**src/rtl/memory_stage.sv**
```systemverilog
// Memory-access pipeline stage: drives a req/ack data-memory port for aligned doubleword
// loads and stores, stalls upstream while an access is outstanding, and resolves CBZ branches.
module memory_stage #(
    parameter int TIMEOUT = 16
) (
    input  logic        clk,
    input  logic        reset,
    input  logic        valid_M,
    input  logic        MemRead_M,
    input  logic        MemWrite_M,
    input  logic        Branch_M,
    input  logic        zero_M,
    input  logic [63:0] aluResult_M,
    input  logic [63:0] writeData_M,
    output logic        PCSrc_M,
    output logic        stall_M,
    output logic        done_M,
    output logic [63:0] readData_M,
    output logic        align_err,
    output logic        bus_err,
    output logic        dm_req,
    output logic        dm_we,
    output logic [63:0] dm_addr,
    output logic [63:0] dm_wdata,
    input  logic        dm_ack,
    input  logic [63:0] dm_rdata
);

    localparam int CW = (TIMEOUT > 2) ? $clog2(TIMEOUT) : 1;

    typedef enum logic [1:0] {
        IDLE,
        ACCESS,
        DONE
    } state_t;

    state_t        state;
    logic [CW-1:0] wait_cnt;
    logic          mem_op;
    logic          misaligned;
    logic          accept;

    assign mem_op     = valid_M & (MemRead_M | MemWrite_M);
    assign misaligned = aluResult_M[2:0] != 3'b000;
    assign accept     = (state == IDLE) & mem_op & ~misaligned;

    // Branch resolution never waits on the memory FSM.
    assign PCSrc_M = valid_M & Branch_M & zero_M;
    assign stall_M = accept | (state == ACCESS);
    assign done_M  = (state == DONE) | ((state == IDLE) & valid_M & ~accept);

    always_ff @(posedge clk) begin
        if (!reset) begin
            // NOTE: every register, including the captured bus fields, is cleared here so a
            // reset mid-access leaves nothing stale on the memory port.
            state      <= IDLE;
            wait_cnt   <= '0;
            dm_req     <= 1'b0;
            dm_we      <= 1'b0;
            dm_addr    <= '0;
            dm_wdata   <= '0;
            readData_M <= '0;
            align_err  <= 1'b0;
            bus_err    <= 1'b0;
        end else begin
            align_err <= 1'b0;
            bus_err   <= 1'b0;
            unique case (state)
                IDLE: begin
                    if (accept) begin
                        dm_addr  <= aluResult_M;
                        dm_wdata <= writeData_M;
                        // A simultaneous read+write request is resolved as a store.
                        dm_we    <= MemWrite_M;
                        wait_cnt <= '0;
                        dm_req   <= 1'b1;
                        state    <= ACCESS;
                    end else if (mem_op) begin
                        align_err  <= 1'b1;
                        readData_M <= '0;
                    end
                end
                ACCESS: begin
                    if (dm_ack) begin
                        if (!dm_we) begin
                            readData_M <= dm_rdata;
                        end
                        dm_req <= 1'b0;
                        state  <= DONE;
                    end else if (wait_cnt == CW'(TIMEOUT - 1)) begin
                        readData_M <= '0;
                        bus_err    <= 1'b1;
                        dm_req     <= 1'b0;
                        state      <= DONE;
                    end else begin
                        wait_cnt <= wait_cnt + CW'(1);
                    end
                end
                DONE: begin
                    state <= IDLE;
                end
                default: begin
                    state  <= IDLE;
                    dm_req <= 1'b0;
                end
            endcase
        end
    end

endmodule

```
**config.mk**
```make
export PLATFORM = sky130hd
export DESIGN_NAME = memory_stage
export DESIGN_NICKNAME = d
export VERILOG_FILES = /design/src/rtl/memory_stage.sv
export SDC_FILE = /design/constraint.sdc
export NUM_CORES = 1
export LEC_CHECK = 0
export CORE_AREA = 2 2 154 156
export DETAILED_ROUTE_END_ITERATION = 12
export DIE_AREA = 0 0 156 158
export GPL_ROUTABILITY_DRIVEN = 1
export GPL_TIMING_DRIVEN = 0
export HOLD_SLACK_MARGIN = 0.05
export PLACE_DENSITY = 0.76
export SYNTH_ARGS = -nofsm -noshare
export SYNTH_HDL_FRONTEND = slang
export SYNTH_SLANG_ARGS = --single-unit
```
**constraint.sdc**
```tcl
create_clock -name clk -period 5.74 [get_ports clk]
set_input_delay 0.574 -clock clk [delete_from_list [all_inputs] [get_ports clk]]
set_output_delay 0.574 -clock clk [all_outputs]
set_load 0.01 [all_outputs]
```
==> results of run 1 <==
-- per-stage QoR --
step           total power [mW]  area, µm²  cells  worst slack (ns)   util
4_1_cts                    3.18      12700   1613              2.02  0.551
6_report                   3.13      12700   1613              2.07  0.551
3_5_place_dp               1.77      12000   1572              2.03  0.520
3_3_place_gp               1.77      12000   1572              2.02  0.520
5_1_grt                    3.24      12700   1613              1.95  0.551
2_1_floorplan              1.56       7650    885              3.22      -
-- sequential cells by signal, summed over array words and instances, names as in the netlist --
| signal | count |
|---|---|
| dm_addr | 64 |
| wait_cnt | 4 |
| align_err | 1 |
| dm_wdata | 64 |
| readData_M | 64 |
| state | 2 |
| bus_err | 1 |
| dm_we | 1 |
| dm_req | 1 |
-- worst paths after layout --
check	to
worst min register to register	readData_M[6]
worst min-delay path	readData_M[6]
worst max register to register	readData_M[1]
worst max-delay path	done_M
-- layout make-up --
cell class / count / area (µm²)
fill: 2086 / 10300
sequential: 202 / 4040
timing repair buffer: 397 / 3970
multi-input combinational: 614 / 3280
clock buffer: 36 / 694
tap: 290 / 363
buffer: 66 / 313
clock inverter: 5 / 28.8
inverter: 3 / 11.3
-- metal layers --
| metal | up-vias | routed length [µm] | GRT usage |
|---|---|---|---|
| met5 | - | 0 | 0 |
| met4 | 0 | 689 | 0.0546 |
| met3 | 47 | 2500 | 0.0673 |
| met2 | 317 | 12700 | 0.359 |
| met1 | 3408 | 9770 | 0.213 |
| li1 | 3701 | - | - |
-- power by group through the flow --
stage	clock (mW)	sequential (mW)	combinational (mW)
2_1_floorplan	0	1.47	0.0964
3_3_place_gp	0	1.46	0.311
3_5_place_dp	0	1.46	0.313
4_1_cts	1.43	1.43	0.315
5_1_grt	1.47	1.43	0.333
6_report	1.39	1.43	0.311
-- cell usage in the layout, fill, tap and decap left out --
master           count
a21boi_0           129
a21oi_1              3
a31oi_1              1
and2_1               1
and3_1               7
buf_1                5
buf_2               19
buf_4                7
buf_6                2
clkbuf_1            39
clkbuf_16           23
clkbuf_8             7
clkdlybuf4s50_1    397
clkinv_2             4
clkinv_4             1
dfxtp_1            202
ha_1                 1
inv_1                3
mux2i_1             65
nand2_1            385
nand2b_1             3
nand3_1              4
nor2_1               3
nor2b_1              1
nor3b_1              1
nor4_1               2
o211a_1              1
o211ai_1             1
o21a_1               1
o22ai_1              1
o31ai_1              1
or3_1                2
or4_1                1
-- tightest hold or removal path, delay by kind of cell (launching register included) --
family           cells  cell delay, ns
muxes                1            0.06
DFF                  1            0.31
and+or+nand+nor      1            0.05
-- cells by family after synthesis --
kind of cell | Yosys count
simple gates | 410
compound gates | 138
buf+inv | 69
fa+ha+maj | 1
mux | 65
flops | 202
==> run metrics, run 1 <==
status=finished, final reports clean; drt wl/cell=15.9 µm; Crit Path Class=input pin to output port; final net count=1508; min Tclk post-route=3.67 ns; Final GP Congestion=0.825; Seq pwr share=0.456; # H-tree levels=1; antenna cells=0; Pint=2.44 mW; crit-path max FO=10; LEAKAGE=4.63 nW; Clk pwr share=0.445; Slew Viols, Final=0; Top delay family on crit path=buffers and inverters; main combinational cell family by area after synthesis=simple AND/OR/NAND/NOR gates; final WL=25700 µm; Synth Area per Inst=8.65 µm²; startpoint types=input pin; measured slew at the worst slew-check pin=0.666 ns; DR iter-0 viols=239; WP buf/inv=5; Warnings, synthesis=0; Max stage delay on crit path=0.51 ns; IO Port Bufs=397; HP Start=readData_M[6]; core area=23100 µm²; normalized max-slew margin=0.556; via count=7473; Simple-Gate Fraction of Synth Area=0.208; top cell type's share of synthesized area=0.529; Clk Latency, worst-skew pair=0.50 ns; clock tree buffer depth=3; Initial Util=0.332; mux contribution to synthesized area=0.0850; FP Rows=56; vias per std cell=4.63; Post-CTS Resized=0; Post-synth ARST share=0; cts bufs inserted=23; final worst path period share=0.640; cts hold-fix bufs=0; Mapped Cells=885; Cell Pwr Density=246 nW/µm²; Initial DRT Pass Iterations=4; Worst path depth=9; setup violators final=0; total setup buffers inserted after CTS=0; fmax=0.272 GHz; Worst Reg-to-Reg Cells=7; Area Growth Syn to Fin=66.1%; layout cells sized above 1=0.0476; RSZ-0062 raised after global routing=no; setup TNS=0 ns; sequential-to-total area share from yosys stat=0.529; pin count of the biggest net entering global routing=13; CP Launch Point=aluResult_M[0]; root buf cell=clkbuf_16; Max IR drop VDD=0.213 mV; Hold Path Depth=2; Req. time, crit path=5.17 ns; synth unique cells=28; Die Y=158 µm; HPWL after DPL=19500 µm; count of flip-flops with a built-in enable after synthesis=0; Setup crit end kind=output port; compound-cell area share of the yosys netlist=0.134; Sw Share=0.220; CP max stage cell=clkdlybuf4s50_1; number of global-route vias before repair=7227; TritonCTS clock tree=done; worst-path cell chain=clkdlybuf4s50_1 -> or3_1 -> or4_1 -> buf_2 -> buf_6 -> buf_6 -> a21oi_1 -> nor2_1 -> clkdlybuf4s50_1; Die ar.=24600 µm²; Fin. Hold Viols=0; XOR/XNOR Fraction of Synth Area=0; Post-synth top cells=nand2_1, dfxtp_1, a21boi_0; Comb pwr share=0.099; reg-to-reg slack, setup=3.57 ns; max cap viols=0; Syn Nets=1086; Psw=0.691 mW; prevailing post-synth register cell=dfxtp_1; # DRC=0; Mapped Area=7650 µm²; IO Pins=399; synth top area cells=dfxtp_1, nand2_1, a21boi_0; total clock sinks=202; first-pass GRT wire length=38100 µm; CTS clock-pin slew for the worst setup and hold paths=0.06 ns; Total Routing Usage GR=0.195; cell taking the most area after synthesis=dfxtp_1; Critical R2R Launch=wait_cnt[0]; Antenna Nets Post-Route=0; Min-Delay Path Class=register to register; Die X=156 µm; global route overflow=0; antenna violations before repair=0; WP data arrival=3.10 ns; Synth Area in Adders=0.00164; post-synthesis register bit count=202; Min Hold Slack=0.458 ns; most common cell in the synthesized netlist=nand2_1; Worst Clk Skew=0.00500 ns
Power figures use the tool's default switching activity.
==> run 2: changes to the inputs <==
- PLACE_DENSITY: 0.76 -> 0.79
- clock period: 5.74 -> 3.1 ns (I/O delays scaled with it)
==> run 2 against run 1 <==
Net effect: hold slack got worse by 0.10 ns; die area did not move; critical endpoint is now stall_M; critical path type unchanged; clock power up 83%; sequential cell count unchanged.
==> run metrics, run 2 (same netlist as run 1, synthesis figures left out) <==
Total Routing Usage GR=0.197; Fin. Hold Viols=0; IO Port Bufs=397; Psw=1.25 mW; min Tclk post-route=3.03 ns; final net count=1507; via count=7464; Worst Clk Skew=0.0126 ns; Die ar.=24600 µm²; # DRC=0; setup violators final=0; Pint=4.52 mW; Clk Latency, worst-skew pair=0.50 ns; Die X=156 µm; Slew Viols, Final=0; number of global-route vias before repair=7320; DR iter-0 viols=264; vias per std cell=4.63; max cap viols=0; startpoint types=input pin; Max IR drop VDD=0.340 mV; FP Rows=56; first-pass GRT wire length=38500 µm; Req. time, crit path=2.79 ns; Area Growth Syn to Fin=65.9%; WP data arrival=2.72 ns; fmax=0.330 GHz; status=finished, final reports clean; Min-Delay Path Class=input pin to register; Cell Pwr Density=455 nW/µm²; core area=23100 µm²; cts bufs inserted=22; Initial Util=0.332; TritonCTS clock tree=done; commonest non-fill, non-tap cell in the layout=clkdlybuf4s50_1; Hold Path Depth=3; global route overflow=0; IO Pins=399; measured slew at the worst slew-check pin=0.714 ns; LEAKAGE=4.62 nW; Comb pwr share=0.099; total setup buffers inserted after CTS=0; final WL=25500 µm; Clk pwr share=0.442; layout cells sized above 1=0.0439; most frequent cells in the layout=clkdlybuf4s50_1, nand2_1, dfxtp_1; antenna violations before repair=1; # H-tree levels=1; Final GP Congestion=0.826; setup TNS=0 ns; Worst Reg-to-Reg Cells=7; normalized max-slew margin=0.524; Die Y=158 µm; fin util=0.550; RSZ-0062 raised after global routing=no; Setup crit end kind=output port; clock tree buffer depth=3; Initial DRT Pass Iterations=5; pin count of the biggest net entering global routing=13; total clock sinks=202; final worst path period share=0.977; Antenna Nets Post-Route=0; Sw Share=0.216; CTS clock-pin slew for the worst setup and hold paths=0.06 ns; Seq pwr share=0.459; top flop regs=dm_addr: 64 flops, dm_wdata: 64 flops, readData_M: 64 flops; root buf cell=clkbuf_16; Crit Path Class=input pin to output port; drt wl/cell=15.8 µm; crit-path max FO=10; HPWL after DPL=19600 µm
-- run 2: cell count changes in the layout (fill, tap and decap cells not counted) --
| cell | previous run | this run |
|---|---|---|
| diode_2 | 0 | 1 |
| clkbuf_1 | 39 | 41 |
| clkinv_4 | 1 | 0 |
| clkbuf_8 | 7 | 4 |
| clkinv_2 | 4 | 2 |
| bufinv_16 | 0 | 1 |
| clkdlybuf4s50_1 | 397 | 396 |
| dlygate4sd2_1 | 0 | 1 |
-- run 2: power by group through the flow --
stage	Clock (mW)	Sequential (mW)	Combinational [mW]
floorplan	0	2.72	0.178
global placement	0	2.70	0.573
detailed placement	0	2.70	0.575
CTS	2.62	2.65	0.579
global route	2.73	2.65	0.611
finish	2.55	2.65	0.573
-- run 2: worst max-delay path, cell delays in order --
cell	delay, ns
clkdlybuf4s50_1	0.45
or3_1	0.41
or4_1	0.40
buf_2	0.20
buf_6	0.17
buf_6	0.15
nand2_1	0.05
clkdlybuf4s50_1	0.56
-- run 2: area by class of cell --
cell class,count,area [µm²]
Inverter,3,11.3
Clock buffer,35,661
Buffer,66,313
Fill cell,2052,10400
Sequential cell,202,4040
Clock inverter,3,40.0
Multi-Input combinational cell,614,3280
Tap cell,290,363
Antenna cell,1,2.50
Timing Repair Buffer,397,3970
-- run 2: worst paths after layout --
kind	start	to	slack, ns
worst min register to register	readData_M[46]	readData_M[46]	0.46
worst max-delay path	aluResult_M[1]	stall_M	0.07
worst max register to register	wait_cnt[0]	readData_M[15]	1.01
worst min-delay path	dm_rdata[24]	readData_M[24]	0.35
-- run 2: routing by layer --
layer  GRT usage  share of wire  vias to the layer above  routed length (µm)
met5           0              0                        -                   0
met4      0.0607          0.025                        0                 629
met3      0.0712           0.10                       49                2580
met2       0.358           0.49                      298               12500
met1       0.213           0.38                     3407                9760
li1            -              -                     3710                   -
-- run 2: what timing repair did --
item | CTS | global route
hold buffers | 0 | 0
hold endpoints to repair | 0 | 0
endpoints found under the setup margin | 1 | 0
resized for setup | 1 | 0
-- run 2: metrics by stage --
stage	hold slack [ns]	total power [mW]	cells	cell area [µm²]	setup slack, ns
3_3_place_gp	0.443	3.28	1572	12000	0.00421
2_1_floorplan	0.382	2.90	885	7650	1.10
6_report	0.354	5.77	1611	12700	0.0701
3_5_place_dp	0.454	3.28	1572	12000	-0.0203
5_1_grt	0.354	5.99	1610	12700	0.00826
4_1_cts	0.330	5.84	1610	12700	0.0523
==> run 3: changes to the inputs <==
- REMOVE_ABC_BUFFERS: unset -> 1
- SETUP_SLACK_MARGIN: unset -> 0.1
==> run 3 against run 2 <==
Net effect: combinational power shrank 1%; utilization increased by 0.24 points; count of clock-buffer cells in the layout down 8; sequential cell count did not move; die area stayed put; critical path type is now register to output port; critical endpoint is now done_M; highest routed layer unchanged.
==> run metrics, run 3 (same netlist as run 1, synthesis figures left out) <==
LEAKAGE=4.66 nW; RSZ-0062 raised after global routing=no; IO Pins=399; CTS clock-pin slew for the worst setup and hold paths=0.06 ns; Antenna Nets Post-Route=0; min Tclk post-route=2.82 ns; Worst Reg-to-Reg Cells=10; HPWL after DPL=17500 µm; Critical R2R Launch=wait_cnt[0]; Worst Clk Skew=0.0105 ns; Clk Latency, worst-skew pair=0.50 ns; DP Cell Count=1533; Power, Total=5.94 mW; drt wl/cell=15.2 µm; normalized max-slew margin=0.478; fmax=0.354 GHz; FP Rows=56; fill count=2018; Slew Viols, Final=0; Setup crit end kind=output port; measured slew at the worst slew-check pin=0.782 ns; design area=12700 µm²; cts hold-fix bufs=0; CP max stage cell=or4_4; vias per std cell=4.57; final net count=1471; IO Port Bufs=398; root buf cell=clkbuf_16; clock tree buffer depth=3; Total Routing Usage GR=0.181; max cap viols=0; DR WL met2=11900 µm; Req. time, crit path=2.79 ns; Initial Util=0.332; placed inst area=12000 µm²; DR iter-0 viols=208; TritonCTS clock tree=done; cts bufs inserted=23; via count=7198; global route overflow=0; status=finished, final reports clean; Cell Count, Final, Fillers Out=1575; Area Growth Syn to Fin=66.6%; CP Launch Point=state[0]; # DRC=0; Multi-input gate area=3310 µm²; Min-Delay Path Class=input pin to register; Initial DRT Pass Iterations=4; commonest non-fill, non-tap cell in the layout=clkdlybuf4s50_1; total clock sinks=202; crit-path max FO=63; layout cells sized above 1=0.0553; Final GP Congestion=0.759; # H-tree levels=1; top flop regs=dm_addr: 64 flops, dm_wdata: 64 flops, readData_M: 64 flops; worst-path cell chain=nand2b_1 -> or4_4 -> a21oi_2 -> nor2_1 -> dlygate4sd2_1; Max IR drop VDD=0.377 mV; register area=4040 µm²; setup TNS=0 ns; Die Y=158 µm; reg-to-reg slack, setup=0.33 ns; Max stage delay on crit path=0.88 ns; r2r endpoint=readData_M[43]; startpoint types=register; antenna violations before repair=1; final WL=23900 µm; Die X=156 µm; first-pass GRT wire length=35900 µm; Min Hold Slack=0.356 ns; number of global-route vias before repair=6988; CP endpoint=done_M; Fin. Hold Viols=0; WP buf/inv=1; Die ar.=24600 µm²; top routing layer in use=met4; Worst path depth=5; most frequent cells in the layout=clkdlybuf4s50_1, nand2_1, dfxtp_1; Crit Path Class=register to output port; Cell Pwr Density=466 nW/µm²; DR WL met3=2500 µm; metal1 wirelength=9010 µm; Top delay family on crit path=simple AND/OR/NAND/NOR gates; setup violators final=0; WP data arrival=2.51 ns; final worst path period share=0.911; core area=23100 µm²; pin count of the biggest net entering global routing=124
## run 3: cell types whose count changed in the layout (fill, tap and decap cells not counted), sizes merged, moves of 2 or more
cell    delta
buf        -4
bufinv     +2
clkbuf    -41
clkinv     +6
## run 3: area by class of cell
type	count	share of cell area
timing repair buffer	426	0.334
multi-input combinational	614	0.259
tap	290	0.0285
clock buffer	27	0.0487
clock inverter	12	0.0108
inverter	3	0.000883
sequential	202	0.317
antenna	1	0.000196
## run 3: repair_timing
action                                  in CTS  in global routing
endpoints found under the setup margin      10                  6
resized for setup                            4                  0
buffers inserted                             0                  2
pin swaps                                    1                  1
## run 3: how the worst min path moves through the flow
| stage | cells after the start | slack [ns] | to | startpoint |
|---|---|---|---|---|
| global route | 3 | 0.36 | readData_M[7] | dm_rdata[7] |
| floorplan | 1 | 0.38 | bus_err | dm_ack |
| global placement | 2 | 0.44 | readData_M[45] | readData_M[45] |
| finish | 3 | 0.36 | readData_M[62] | dm_rdata[62] |
| CTS | 3 | 0.33 | readData_M[15] | dm_rdata[15] |
| detailed placement | 2 | 0.45 | readData_M[37] | readData_M[37] |
## run 3: worst register-to-register path: stages, from the launching register on
cell and delay [ns]:
dfxtp_1 0.33, ha_1 0.22, and3_1 0.21, or3_1 0.41
o211ai_1 0.31, buf_6 0.23, buf_4 0.20, buf_4 0.21
buf_4 0.20, buf_6 0.17, mux2i_1 0.20
## run 3: metrics by stage
step | utilization | worst slack [ns]
2_1_floorplan | - | -6.91
4_1_cts | 0.552 | 0.216
5_1_grt | 0.553 | 0.129
3_3_place_gp | 0.507 | -15.60
6_report | 0.553 | 0.277
3_5_place_dp | 0.519 | -0.456
## run 3: layer usage
metal | track usage | vias up
met5 | 0 | -
met4 | 0.0502 | 0
met3 | 0.0706 | 32
met2 | 0.331 | 284
met1 | 0.195 | 3268
li1 | - | 3614
## run 3: where the power goes
| part | leakage (nW) | total [mW] | internal, mW | switching, mW |
|---|---|---|---|---|
| clock network | 0.380 | 2.72 | 1.67 | 1.05 |
| registers | 1.63 | 2.64 | 2.63 | 0.0160 |
| logic | 2.65 | 0.567 | 0.368 | 0.199 |
| total | 4.66 | 5.94 | 4.67 | 1.27 |
==> edit (flow settings as in run 3) <==
Register the output `bus_err` once more, cleared by the reset; this adds one clock of latency there. The other outputs are not delayed to match.
--- a/src/rtl/memory_stage.sv
+++ b/src/rtl/memory_stage.sv
@@ -34,6 +34,8 @@
         DONE
     } state_t;
 
+    logic bus_err_s0;
+
     state_t        state;
     logic [CW-1:0] wait_cnt;
     logic          mem_op;
@@ -61,10 +63,10 @@
             dm_wdata   <= '0;
             readData_M <= '0;
             align_err  <= 1'b0;
-            bus_err    <= 1'b0;
+            bus_err_s0 <= 1'b0;
         end else begin
             align_err <= 1'b0;
-            bus_err   <= 1'b0;
+            bus_err_s0 <= 1'b0;
             unique case (state)
                 IDLE: begin
                     if (accept) begin
@@ -89,7 +91,7 @@
                         state  <= DONE;
                     end else if (wait_cnt == CW'(TIMEOUT - 1)) begin
                         readData_M <= '0;
-                        bus_err    <= 1'b1;
+                        bus_err_s0 <= 1'b1;
                         dm_req     <= 1'b0;
                         state      <= DONE;
                     end else begin
@@ -107,5 +109,13 @@
         end
     end
 
+    always_ff @(posedge clk) begin
+        if (!reset) begin
+            bus_err <= '0;
+        end else begin
+            bus_err <= bus_err_s0;
+        end
+    end
+
 endmodule
 
Formal check against the unedited RTL: no difference found for any inputs over 4 cycles, from zero or initial values and one cycle with reset low; that may be too few to reach the edited logic, so the function may still have changed.
==> edit against run 3 <==
  * Critical path depth increased by 1
  * Worst setup slack lost 17 ps
  * Wire length grew 3.2%
  * Critical path type is now primary input to output pin
  * Sequential cell count rose by 1
  * Non-clock buffer count increased by 5
  * Highest routed layer unchanged
  * Synthesized area is 1.1% higher
  * Design area hardly changed
  * Power shrank 3.3%
  * Utilization about the same
==> edit: results (changes against run 3) <==
stage;metric;value;unit;change
run_status;run_status;completed;;unchanged
synthesis;synth.yosys.seq_area_share;52.51;%;was 52.85%
synthesis;synth_common_cells;nand2_1, dfxtp_1, a21boi_0;;unchanged
routing;totalWireLength;24.66;mm;was 23.90 mm
grt;grt.total_usage;18.93;%;was 18.11%
final_layout;drive_gt1_share;5.577;%;was 5.530%
synthesis;netlist-cell-type-count;28;;unchanged
final_layout;final_cell_count_no_fill;1581;;was 1,575
timing;slew_violations;0;;unchanged
clocking;cts.reportedPaths.clkPinSlew;50;ps;
timing;finalHoldWorstSlack;340.6;ps;was 355.8 ps
final_layout;antennaDiodeCount;0;;was 1
power;static-leakage-power;4.648;nW;was 4.665 nW
routing;via_per_inst;4.584;;was 4.570
synthesis;synthArstFlopShare;0;%;unchanged
critical_path;path_max_fanout;5;;was 63
clocking;clock-root-buffer;clkbuf_16;;unchanged
worst_hold_path;worst_hold_path_type;primary input to register;;unchanged
timing;maxSlewHeadroom;48.94;%;was 47.83%
place;detailed_place.area;0.01198;sq mm;was 0.01196 sq mm
grt;wire_length_of_the_first_global_routing_pass;37.31;mm;was 35.89 mm
clocking;htree_levels;1;;unchanged
synthesis;synthCells;887;;was 885
synthesis;post_synth_main_area_contributors;dfxtp_1, nand2_1, a21boi_0;;unchanged
routing;postRouteAntennaNets;0;;unchanged
power;power.ir.vdd_worst;330.4;uV;was 377.2 uV
final_layout;layout.nets;1480;;was 1,471
routing;number_of_remaining_drc_errors;0;;unchanged
timing;final.setup_skew;17.00;ps;was 10.46 ps
place;io_buffers;398;;unchanged
clocking;clk_path_buf_depth;3;;unchanged
grt;antenna_violations_before_repair;0;;was 1
critical_path;worst_ep_arrival_time;2530;ps;was 2510 ps
place;dpl_worst_slack;-73.46;ps;was -455.5 ps
worst_hold_path;min_path_cells;2;;was 3
clocking;cts_hold_buf;0;;unchanged
critical_path;critical_path.top_delay_family;simple AND/OR/NAND/NOR gates;;unchanged
critical_path;rr_worst_depth;11;;was 10
routing;drt_iter0_markers;282;;was 208
place;dp.final_hpwl;17.15;mm;was 17.46 mm
final_layout;n_fill_cell;2018;;unchanged
grt;grt_pass1_vias;7129;;was 6,988
routing;drt_pass_1_iters;4;;unchanged
critical_path;worst_path_largest_cell_delay;590;ps;was 880 ps
final_layout;biggestRegsByFlops;dm_addr (64), dm_wdata (64), readData_M (64);;unchanged
grt;pin_count_of_the_biggest_net_entering_global_routing;108;;was 124
place;gpl.final_weighted_congestion;0.7760;;was 0.7593
critical_path;crit_slowest_cell;or4_4;;unchanged
edit: changes by cell type after synthesis, sizes merged:
cell | before | now
and2 | 1 | 2
buf | 33 | 36
clkbuf | 33 | 30
dfxtp | 202 | 203
edit: cells by family (layout without fill, tap and decap cells):
group,after synthesis,after routing,synth area share [%]
compound gates,138,138,13.29
buf+inv,69,471,4.980
simple gates,411,413,20.65
fa+ha+maj,1,1,0.1617
flops,203,203,52.51
mux,65,65,8.407
edit: where the power goes:
| part | internal (mW) | leakage (nW) | switching (mW) | total, mW |
|---|---|---|---|---|
| logic | 0.375 | 2.67 | 0.206 | 0.581 |
| clock network | 1.45 | 0.339 | 1.05 | 2.50 |
| registers | 2.64 | 1.64 | 0.0162 | 2.66 |
| total | 4.47 | 4.65 | 1.27 | 5.74 |
edit: layout make-up:
type	instances	area (sq um)	area share, %
repair buffers	431	4293	33.69
flip-flops and latches	203	4065	31.91
multi-input cells	617	3327	26.11
clock buffers	32	649.4	5.097
well taps	290	362.8	2.848
clock inverters	5	32.53	0.2553
inverters	3	11.26	0.08838
edit: repair_timing:
action	CTS	global route
resized for setup	0	2
cloned	2	0
pin swaps	1	1
setup buffers	1	6
endpoints found under the setup margin	1	19
edit: worst paths after layout:
kind	from	endpoint	slack, ps
max reg2reg	wait_cnt[0]$_SDFFE_PN0P_	readData_M[28]$_SDFFE_PN0P_	310
min reg2reg	bus_err_s0$_SDFF_PP0_	bus_err$_SDFF_PN0_	430
min	reset	dm_addr[9]$_SDFFE_PN0P_	340
max	aluResult_M[0]	done_M	260
edit: per-layer routing:
metal | GRT usage [%] | part of all wire, %
met2 | 35.00 | 50
met3 | 7.692 | 11
met1 | 19.79 | 37
met5 | 0 | 0
met4 | 5.330 | 2.2
